File: config.mk
export PLATFORM = sky130hd
export DESIGN_NAME = logic_16_serial
export DESIGN_NICKNAME = d
export VERILOG_FILES = /design/src/rtl/logic_16_serial.sv
export SDC_FILE = /design/constraint.sdc
export NUM_CORES = 1
export LEC_CHECK = 0
export CORE_MARGIN = 2
export CORE_UTILIZATION = 52
export CTS_BUF_LIST = sky130_fd_sc_hd__clkbuf_16
export DETAILED_ROUTE_END_ITERATION = 8
export PLACE_DENSITY = 0.85
export SYNTH_ARGS = -nofsm -noshare
export SYNTH_HDL_FRONTEND = slang
export SYNTH_SLANG_ARGS = --single-unit
File: constraint.sdc
create_clock -name clk -period 1.77 [get_ports clk]
set_input_delay 0.177 -clock clk [delete_from_list [all_inputs] [get_ports clk]]
set_output_delay 0.177 -clock clk [all_outputs]
set_load 0.01 [all_outputs]
File: src/rtl/logic_16_serial.sv
// Bit-serial 16-bit bitwise logic unit (AND/OR/XOR/NOT a), one bit per clock,
// LSB first, with valid/ready request and response handshakes.
//
// Ports:
//   clk, rst_n          clock, asynchronous active-low reset
//   req_valid/req_ready request handshake (ready only while idle)
//   req_a, req_b        operands, captured on the accepting edge
//   req_op              00 AND, 01 OR, 10 XOR, 11 NOT a
//   rsp_valid/rsp_ready response handshake
//   rsp_out, rsp_any    registered result word and its OR-reduction
module logic_16_serial #(
    parameter int WIDTH = 16
) (
    input  logic             clk,
    input  logic             rst_n,
    input  logic             req_valid,
    output logic             req_ready,
    input  logic [WIDTH-1:0] req_a,
    input  logic [WIDTH-1:0] req_b,
    input  logic [1:0]       req_op,
    output logic             rsp_valid,
    input  logic             rsp_ready,
    output logic [WIDTH-1:0] rsp_out,
    output logic             rsp_any
);

    localparam int CW = $clog2(WIDTH);

    typedef enum logic [1:0] {
        IDLE = 2'd0,
        BUSY = 2'd1,
        DONE = 2'd2
    } state_t;

    state_t           state;
    state_t           state_nx;
    logic [WIDTH-1:0] a_sh;
    logic [WIDTH-1:0] b_sh;
    logic [WIDTH-1:0] res_sh;
    logic [WIDTH-1:0] res_nx;
    logic [1:0]       op_q;
    logic [CW-1:0]    cnt;
    logic             bit_r;
    logic             accept;
    logic             last;

    assign req_ready = (state == IDLE);
    assign rsp_valid = (state == DONE);
    assign accept    = req_valid && req_ready;
    assign last      = (cnt == CW'(WIDTH - 1));

    // One result bit from the current LSBs of the operand shifters.
    always_comb begin
        bit_r = 1'b0;
        unique case (op_q)
            2'b00:   bit_r = a_sh[0] & b_sh[0];
            2'b01:   bit_r = a_sh[0] | b_sh[0];
            2'b10:   bit_r = a_sh[0] ^ b_sh[0];
            default: bit_r = ~a_sh[0];
        endcase
    end

    // Result enters at the MSB so after WIDTH shifts bit 0 lands at bit 0.
    assign res_nx = {bit_r, res_sh[WIDTH-1:1]};

    always_comb begin
        state_nx = state;
        unique case (state)
            IDLE:    if (accept) state_nx = BUSY;
            BUSY:    if (last) state_nx = DONE;
            DONE:    if (rsp_ready) state_nx = IDLE;
            default: state_nx = IDLE;
        endcase
    end

    always_ff @(posedge clk or negedge rst_n) begin
        if (!rst_n) begin
            state <= IDLE;
        end else begin
            state <= state_nx;
        end
    end

    always_ff @(posedge clk or negedge rst_n) begin
        if (!rst_n) begin
            a_sh    <= '0;
            b_sh    <= '0;
            res_sh  <= '0;
            op_q    <= 2'b00;
            cnt     <= '0;
            rsp_out <= '0;
            rsp_any <= 1'b0;
        end else if (accept) begin
            a_sh    <= req_a;
            b_sh    <= req_b;
            op_q    <= req_op;
            res_sh  <= '0;
            cnt     <= '0;
            rsp_out <= '0;
            rsp_any <= 1'b0;
        end else if (state == BUSY) begin
            a_sh   <= a_sh >> 1;
            b_sh   <= b_sh >> 1;
            res_sh <= res_nx;
            cnt    <= cnt + 1'b1;
            if (last) begin
                rsp_out <= res_nx;
                rsp_any <= |res_nx;
            end
        end
    end

endmodule

==> results_dict.tcl <==
set metrics [dict create \
    run_status "finished, final reports clean" \
    startpoint_type "flop" \
    period_share_pct 96.5 \
    power_frac_clock_pct 25.2 \
    worst-endpoint-arrival_ps 1530 \
    cts_max_path_bufs 2 \
    design.core.area_sq_um 5570 \
    timing.final.setup_violations 0 \
    clock_tree_from_tritoncts "done" \
    floorplan.die.width_um 80.4 \
    drtAntennaViolNets 0 \
    netSwitchingFraction_pct 33.3 \
    synthesis.instances 323 \
    worst_path_required_time_ps 1590 \
    netlist-cell-type-count 26 \
    r2r-start "res_sh[7]" \
    combinationalPowerShare_pct 30.4 \
    setup_ws_ps 62.2 \
    routedWlPerCell_um 13.4 \
    global_route.usage.total_pct 21.9 \
    switching_power_w 0.00204 \
    via_count 2457 \
    insertedDiodeCount 0 \
    rsz0062_at_grt "false" \
    nFillCells 411 \
    synth_seq_area_share_pct 59.3 \
    power_density_nw_per_um2 1550 \
    dieHeight_um 80.4 \
    critical-path-max-stage-delay_ps 520 \
    root_buffer "clkbuf_16" \
    post_synth_instance_area_sq_um 3040 \
    critPathBufInv 2 \
    reg2reg_to "rsp_any" \
    layout_common_cells "130 x nand2_1, 72 x dfrtp_1, 55 x clkdlybuf4s50_1" \
    num_rows 27 \
    port_buffers 56 \
    initial_utilization_pct 54.5 \
    cts.sink_count 72 \
    clk_pin_slew_worst_paths_ps 50 \
    hold_ws_ps 388 \
    pin_count 57 \
    average_cell_area_after_synthesis_sq_um 9.41 \
    design.die.area_sq_um 6470 \
    routed_wl_um 6110 \
    grt_pass1_wl_um 10700 \
    post-cts-setup-buffers 0 \
    relative_slew_slack_pct 57.6 \
    place_congestion 0.810 \
    timing_worst_slew_pin_value_ps 634 \
    crit_path_cell_trace "nand2b_1, inv_1, clkdlybuf4s50_1" \
    cp_num_cells 3 \
    globalRouteOverflowTotal 0 \
    first_global_vias 2372 \
    timing.max_cap.violations 0 \
    ys_seq_elements 72 \
    layout.cells.most_common "nand2_1" \
    cellInternalPower_w 0.00409 \
    drive_above_1_share_pct 7.57 \
    layout.core_utilization_pct 71.0 \
    critical_path.endpoint_type "output pin" \
    critical-path-slowest-cell "clkdlybuf4s50_1" \
    setup.worst_path.class "reg -> out" \
    final_nets 419 \
    worst-r2r-cell-count 4 \
    layout-area-overhead-vs-synth_pct 30.2 \
    fin_worst_skew_ps 5.31 \
    clock_insertion_delay_worst_skew_ps 330 \
    peakVddDrop_mv 0.737 \
    share_seq_of_total_power_pct 44.3 \
    timing.critical_path.max_delay_family "buffers and inverters" \
    first_pass_iters 4 \
    synth.net_count 364 \
    fin_crit_ps 1710 \
    grt_max_degree 73 \
    crit_path_start "state[0]" \
    drt_iter0_markers 206 \
    finalMaxSlewViolations 0 \
    cts_buffers 9 \
    post_drt_via_cell_ratio 5.40 \
    crit_path_end "rsp_valid" \
    place_worst_setup_slack_ps -187 \
    yosys_warnings 0 \
    timing.critical_path.fanout_max 5 \
    antenna_found_initial 0 \
    finalHoldViolCount 0 \
    max_clock_freq_ghz 0.586 \
    cts_max_level 3 \
    setup_tns_ps 0 \
    static-leakage-power_nw 1.81 \
    hold_class "in -> reg" \
    r2r_setup_slack_ps 110 \
    dpl.hpwl_um 3940 \
    drc_errors_left 0 \
]
## layout make-up
type                       count  area (sq um)  area share (%)
sequential                    72          1800            45.5
multi-input combinational    224          1140            28.7
timing repair buffer          66           653            16.5
clock buffer                   9           225            5.69
tap                           72          90.1            2.28
clock inverter                 7          30.0           0.759
inverter                       5          18.8           0.474
## power groups by stage
stage / Combinational (W) / Sequential (W) / Clock [W]
floorplan: 0.00122 / 0.00267 / 0
global placement: 0.00178 / 0.00270 / 0
detailed placement: 0.00186 / 0.00273 / 0
CTS: 0.00188 / 0.00271 / 0.00157
global route: 0.00214 / 0.00280 / 0.00166
finish: 0.00186 / 0.00272 / 0.00155
## cell families (layout without fill, tap and decap cells)
family | after synthesis | in the layout | share of synthesized area [%]
DFF | 72 | 72 | 59.3
adders and majority gates | 3 | 3 | 1.24
AOI/OAI and AO/OA | 70 | 70 | 14.4
and+or+nand+nor | 150 | 150 | 20.3
muxes | 1 | 1 | 0.741
buffers and inverters | 27 | 87 | 4.00
## metal layers
metal | GRT usage, % | up-vias | routed length [um]
met5 | 0 | - | 0
met4 | 10.0 | 0 | 99
met3 | 4.49 | 8 | 303
met2 | 34.2 | 72 | 2940
met1 | 29.6 | 1180 | 2770
li1 | - | 1197 | -
## synth_stat cells, drive strengths merged
cell    count  area (sq um)
nand2     130           488
dfrtp      72          1800
a22oi      28           210
o21ai      24           120
a21oi      14          70.1
buf        12          65.1
clkbuf     10          37.5
inv         5          18.8
nand3       5          25.0
ha          3          37.5
nor4        3          25.0
a221o       2          20.0
nand2b      2          12.5
nor2        2          7.51
nor3        2          10.0
a31o        1          8.76
a41oi       1          8.76
and2        1          6.26
and3        1          6.26
mux4        1          22.5
nand4       1          6.26
nor2b       1          6.26
nor3b       1          12.5
or4         1          11.3
## worst min path at each step
| stage | startpoint | end | slack [ps] | depth (start not counted) |
|---|---|---|---|---|
| final | req_op[1] | op_q[1] | 390 | 3 |
| after CTS | req_op[1] | op_q[1] | 390 | 3 |
| after detailed placement | rst_n | rsp_out[11] | 230 | 2 |
| after global placement | rst_n | rsp_out[13] | 230 | 2 |
| after global routing | req_op[1] | op_q[1] | 410 | 3 |
| after floorplan | rst_n | a_sh[0] | -120 | 0 |
## worst reg2reg max path: cells and delay by family (launching register included)
kind	cells	cell delay, ps
compound gates	2	390
flops	1	410
simple gates	2	750
## through the flow
| step | cells | total power (W) | cell area, sq um |
|---|---|---|---|
| floorplan | 323 | 0.00388 | 3040 |
| global placement | 438 | 0.00449 | 3680 |
| detailed placement | 438 | 0.00459 | 3680 |
| CTS | 455 | 0.00617 | 3950 |
| global route | 455 | 0.00660 | 3960 |
| finish | 455 | 0.00613 | 3960 |
## sequential cells by signal, indices dropped and copies added (netlist names)
register / flops
res_sh: 15
cnt: 4
state: 2
b_sh: 16
rsp_any: 1
rsp_out: 16
op_q: 2
a_sh: 16
## repair_timing
action | 4_1_cts | 5_1_grt
hold buffers | 1 | 0
pin swaps | 0 | 0
endpoints found under the setup margin | 26 | 25
endpoints found under the hold margin | 72 | 0
resized for setup | 1 | 4
Power figures use the tool's default switching activity.
